[src/rtl/gray_pkg.sv]
// Shared types and helpers for the Gray-code sweep sequencer.
// Holds the FSM state enum, default geometry and the binary-to-Gray mapping.
package gray_pkg;

    typedef enum logic [1:0] {
        IDLE = 2'd0,
        RUN  = 2'd1,
        DONE = 2'd2
    } state_e;

    localparam int DEF_WIDTH = 4;
    localparam int DEF_DWELL = 10;

    // Widths up to 32 bits; callers zero-extend and truncate back to their own width.
    function automatic logic [31:0] bin2gray(input logic [31:0] b);
        return b ^ (b >> 1);
    endfunction

endpackage

[src/rtl/b2g_conv.sv]
// Combinational WIDTH-bit binary-to-Gray converter.
// Sits on the next-code path so the Gray register loads alongside the binary register.
module b2g_conv
    import gray_pkg::*;
#(
    parameter int WIDTH = DEF_WIDTH
) (
    input  logic [WIDTH-1:0] bin_i,
    output logic [WIDTH-1:0] gray_o
);

    assign gray_o = WIDTH'(bin2gray(32'(bin_i)));

endmodule

[src/rtl/gray_sweep_ctrl.sv]
// Handshaked sequencer that sweeps a WIDTH-bit code through all 2^WIDTH values,
// holding each for DWELL cycles and presenting a registered, aligned binary/Gray pair.
module gray_sweep_ctrl
    import gray_pkg::*;
#(
    parameter int WIDTH = DEF_WIDTH,
    parameter int DWELL = DEF_DWELL
) (
    input  logic             clk,
    input  logic             rst_n,
    input  logic             start,
    input  logic             dir,
    input  logic             pause,
    input  logic             abort,
    output logic [WIDTH-1:0] bin_out,
    output logic [WIDTH-1:0] gray_out,
    output logic             valid,
    output logic             busy,
    output logic             done
);

    localparam int                CW       = $clog2(DWELL + 1);
    localparam logic [CW-1:0]     CNT_LAST = CW'(DWELL - 1);
    localparam logic [WIDTH-1:0]  ALL_ONES = '1;

    state_e           state_q;
    logic [WIDTH-1:0] bin_q,  bin_d;
    logic [WIDTH-1:0] gray_q, gray_d;
    logic [CW-1:0]    cnt_q;
    logic             dir_q;
    logic             valid_q, busy_q, done_q;

    logic             dwell_end;
    logic             last_code;
    logic             accept;

    always_comb begin
        dwell_end = (cnt_q == CNT_LAST);
        last_code = dir_q ? (bin_q == '0) : (bin_q == ALL_ONES);
        accept    = (state_q == IDLE) && start && !abort;
        bin_d     = bin_q;
        if (accept) begin
            bin_d = dir ? ALL_ONES : '0;
        end else if ((state_q == RUN) && !abort && !pause && dwell_end && !last_code) begin
            bin_d = dir_q ? (bin_q - WIDTH'(1)) : (bin_q + WIDTH'(1));
        end
    end

    // Gray is derived from the next binary value so both registers load on the same edge.
    b2g_conv #(.WIDTH(WIDTH)) u_b2g (
        .bin_i  (bin_d),
        .gray_o (gray_d)
    );

    always_ff @(posedge clk or negedge rst_n) begin
        if (!rst_n) begin
            state_q <= IDLE;
            bin_q   <= '0;
            gray_q  <= '0;
            cnt_q   <= '0;
            dir_q   <= 1'b0;
            valid_q <= 1'b0;
            busy_q  <= 1'b0;
            done_q  <= 1'b0;
        end else begin
            bin_q  <= bin_d;
            gray_q <= gray_d;
            done_q <= 1'b0;
            case (state_q)
                IDLE: begin
                    if (accept) begin
                        state_q <= RUN;
                        dir_q   <= dir;
                        cnt_q   <= '0;
                        valid_q <= 1'b1;
                        busy_q  <= 1'b1;
                    end
                end
                RUN: begin
                    if (abort) begin
                        state_q <= IDLE;
                        cnt_q   <= '0;
                        valid_q <= 1'b0;
                        busy_q  <= 1'b0;
                    end else if (!pause) begin
                        if (dwell_end) begin
                            cnt_q <= '0;
                            if (last_code) begin
                                state_q <= DONE;
                                valid_q <= 1'b0;
                                done_q  <= 1'b1;
                            end
                        end else begin
                            cnt_q <= cnt_q + CW'(1);
                        end
                    end
                end
                DONE: begin
                    // Single-cycle state; abort here lands in IDLE just the same.
                    state_q <= IDLE;
                    cnt_q   <= '0;
                    valid_q <= 1'b0;
                    busy_q  <= 1'b0;
                end
                default: begin
                    state_q <= IDLE;
                    cnt_q   <= '0;
                    valid_q <= 1'b0;
                    busy_q  <= 1'b0;
                end
            endcase
        end
    end

    assign bin_out  = bin_q;
    assign gray_out = gray_q;
    assign valid    = valid_q;
    assign busy     = busy_q;
    assign done     = done_q;

endmodule

[config.mk]
export PLATFORM = sky130hd
export DESIGN_NAME = gray_sweep_ctrl
export DESIGN_NICKNAME = d
export VERILOG_FILES = /design/src/rtl/gray_pkg.sv /design/src/rtl/b2g_conv.sv /design/src/rtl/gray_sweep_ctrl.sv
export SDC_FILE = /design/constraint.sdc
export NUM_CORES = 1
export LEC_CHECK = 0
export BUFFER_PORTS_ARGS = -buffer_cell sky130_fd_sc_hd__buf_2
export CAP_MARGIN = 20
export CELL_PAD_IN_SITES_DETAIL_PLACEMENT = 0
export CELL_PAD_IN_SITES_GLOBAL_PLACEMENT = 1
export CORE_UTILIZATION = 44
export CTS_CLUSTER_SIZE = 28
export DETAILED_ROUTE_END_ITERATION = 8
export PLACE_DENSITY = 0.9
export SYNTH_ARGS = -nofsm -noshare
export SYNTH_HDL_FRONTEND = slang
export SYNTH_SLANG_ARGS = --single-unit
[constraint.sdc]
create_clock -name clk -period 6.1 [get_ports clk]
set_input_delay 0.61 -clock clk [delete_from_list [all_inputs] [get_ports clk]]
set_output_delay 0.61 -clock clk [all_outputs]
set_load 0.05 [all_outputs]
==> impl_metrics.py <==
metrics = {
    "placed_design": {
        "io_buffers": 16,
        "dp_hpwl_um": 1450,
        "place_congestion": 0.817,
    },
    "finish": {
        "syn_to_final_growth_pct": 13.0,
        "layout-drive-gt1-share_pct": 23.3,
        "diodes": 0,
        "fillers": 202,
        "seq_area_um2": 400,
        "nets": 133,
        "multiInputGateArea_um2": 566,
    },
    "grt": {
        "grt_max_degree": 17,
        "antenna_found_initial": 0,
        "grt_pass1_vias": 741,
        "grt_overflow_total": 0,
        "grt_usage_pct": 17.4,
        "grt_pass1_wl_um": 3260,
    },
    "sta": {
        "finalSetupViolations": 0,
        "fin_crit_sh_pct": 35.5,
        "worst_pin_slew_ps": 597,
        "min_period_ps": 2170,
        "fin_tns_setup_ps": 0,
        "hold_viol": 0,
        "maxClockFrequency_mhz": 461,
        "slew-limit-headroom_pct": 60.2,
        "grt_setup_unrepaired": "false",
        "finalMaxSlewViolations": 0,
        "clock_skew_ps": 0.527,
    },
    "cts": {
        "cts_hold_buffers": 0,
        "insertion_delay_ps": 270,
        "cts_root_buffer": "clkbuf_4",
        "clock_path_buffers": 2,
        "cts_sinks": 16,
        "path_clk_slew_ps": 80,
        "numCtsBuffers": 3,
        "htree_num_levels": 1,
        "cts-resized-gates": 0,
        "cts_setup_buffers": 0,
        "cts_tree": "done",
    },
    "routing": {
        "drtIter0Drc": 6,
        "post_drt_wl_per_cell_um": 12.8,
        "wirelength_um": 1890,
        "drtAntennaViolNets": 0,
        "drc": 0,
        "viasPerCell": 5.36,
        "firstDrtPassIters": 4,
        "vias": 788,
    },
    "synthesis": {
        "synth.distinct_cells": 35,
        "synth_area_um2": 988,
        "async_flop_share_pct": 100,
        "synth_edf_count": 0,
        "synth_ff_type": "dfrtp_1",
        "ys_ff_latch": 16,
        "syn_nets": 113,
        "synth.avg_cell_area_um2": 9.69,
        "ys_warn_count": 0,
        "yosysSeqAreaShare_pct": 40.5,
        "syn_inst": 102,
    },
    "die": {
        "die_area_mm2": 0.00244,
        "num_rows": 16,
        "die_w_um": 49.4,
        "start_util_pct": 48.4,
        "fp.coreArea_mm2": 0.00204,
        "io_pins": 17,
        "die_h_um": 49.4,
    },
    "job": {
        "drv_cap": 0,
    },
    "setup_path": {
        "crit_path_top_delay_cell": "fa_1",
        "worstPathRequired_ps": 6260,
        "cpLargestDelayFamily": "compound AO/OA/AOI/OAI gates",
        "crit_arrival_ps": 2330,
        "path_class": "flop to flop",
        "path_cells": "fa_1 > xor3_1 > a21o_1 > a211oi_1 > o21ai_0 > nor3b_2",
        "path_buf_inv": 0,
        "startpoint_type": "flop",
        "critPathMaxStageDelay_ps": 500,
        "endpoint_kind": "flop",
        "critPathMaxFanout": 8,
    },
    "min_path": {
        "worstHoldPathType": "primary input to async pin",
    },
    "run_status": {
        "status": "finished clean",
    },
}
## sequential cells by signal, indices dropped and copies added, names as in the netlist
| name | cells |
|---|---|
| valid | 1 |
| dir_q | 1 |
| cnt_q | 4 |
| done | 1 |
| gray_out | 3 |
| busy | 1 |
| bin_out | 4 |
| state_q | 1 |
## cell usage after synthesis (2+ instances only)
cell / count / share of area [%]
a21o_1: 2 / 1.5
or2_2: 2 / 1.3
nand2b_1: 2 / 1.3
ha_1: 4 / 5.1
xnor2_1: 2 / 1.8
o21a_1: 2 / 1.5
a21oi_1: 8 / 4.1
xor2_1: 2 / 1.8
mux2i_1: 3 / 3.0
nand2_1: 10 / 3.8
a211oi_1: 2 / 1.5
nand3b_1: 2 / 1.5
nor3_1: 2 / 1.0
dfrtp_1: 16 / 41
nor2_1: 8 / 3.0
o21ai_0: 8 / 4.1
nand3_1: 6 / 3.0
inv_1: 4 / 1.5
## path summary, 6_finish.rpt
kind,cells past startpoint,end,slack (ps),startpoint
min,1,gray_out[2],230,rst_n
min reg2reg,1,busy,490,state_q[1]
max,6,gray_out[2],3930,bin_out[0]
max reg2reg,6,gray_out[2],3930,bin_out[0]
max in group asynchronous,1,cnt_q[3],5610,rst_n
min in group clk,1,busy,490,state_q[1]
## kinds of logic after synthesis
group,synth area share (%)
mux,4.56
compound gates,16.5
buf+inv,2.28
simple gates,23.2
fa+ha+maj,7.09
xor+xnor,5.95
flops,40.5
## per-layer routing
metal / global-route usage [%] / part of all wire (%) / wire length (um)
met3: 5.92 / 3.9 / 74
met2: 29.2 / 47 / 888
met1: 22.2 / 49 / 922
met4: 2.38 / 0 / 0
met5: 0 / 0 / 0
## per-stage QoR
| stage | setup slack, ps | instances | utilization (%) | cell area [um^2] | hold slack, ps |
|---|---|---|---|---|---|
| finish | 3930 | 147 | 54.7 | 1120 | 233 |
| global route | 3840 | 147 | 54.7 | 1120 | 236 |
| CTS | 3920 | 147 | 54.7 | 1120 | 234 |
| detailed placement | 3920 | 144 | 53.6 | 1090 | 482 |
| global placement | 3960 | 144 | 53.6 | 1090 | 476 |
| floorplan | 3800 | 102 | - | 988 | 314 |
## placed cells by master (no fill, tap or decap), types with 2 or more instances in the layout
cell type  instances
o21ai_0            8
clkbuf_4           3
or2_2              2
nand3b_1           2
buf_2             16
nand2_1           10
xnor2_1            2
dfrtp_1           16
mux2i_1            3
nand2b_1           2
nor3_1             2
inv_1              4
a21o_1             2
a211oi_1           2
o21a_1             2
a21oi_1            8
ha_1               4
nand3_1            6
xor2_1             2
nor2_1             8
## final cells by class
class	count	share of cell area, %
clock buffer	3	2.02
timing repair buffer	16	7.17
inverter	4	1.34
multi-input combinational	81	50.6
sequential	16	35.8
tap	27	3.02
Power is left out: the tool's default activity adds up to more than one toggle a clock period on the data nets, which glitch-free logic cannot reach.
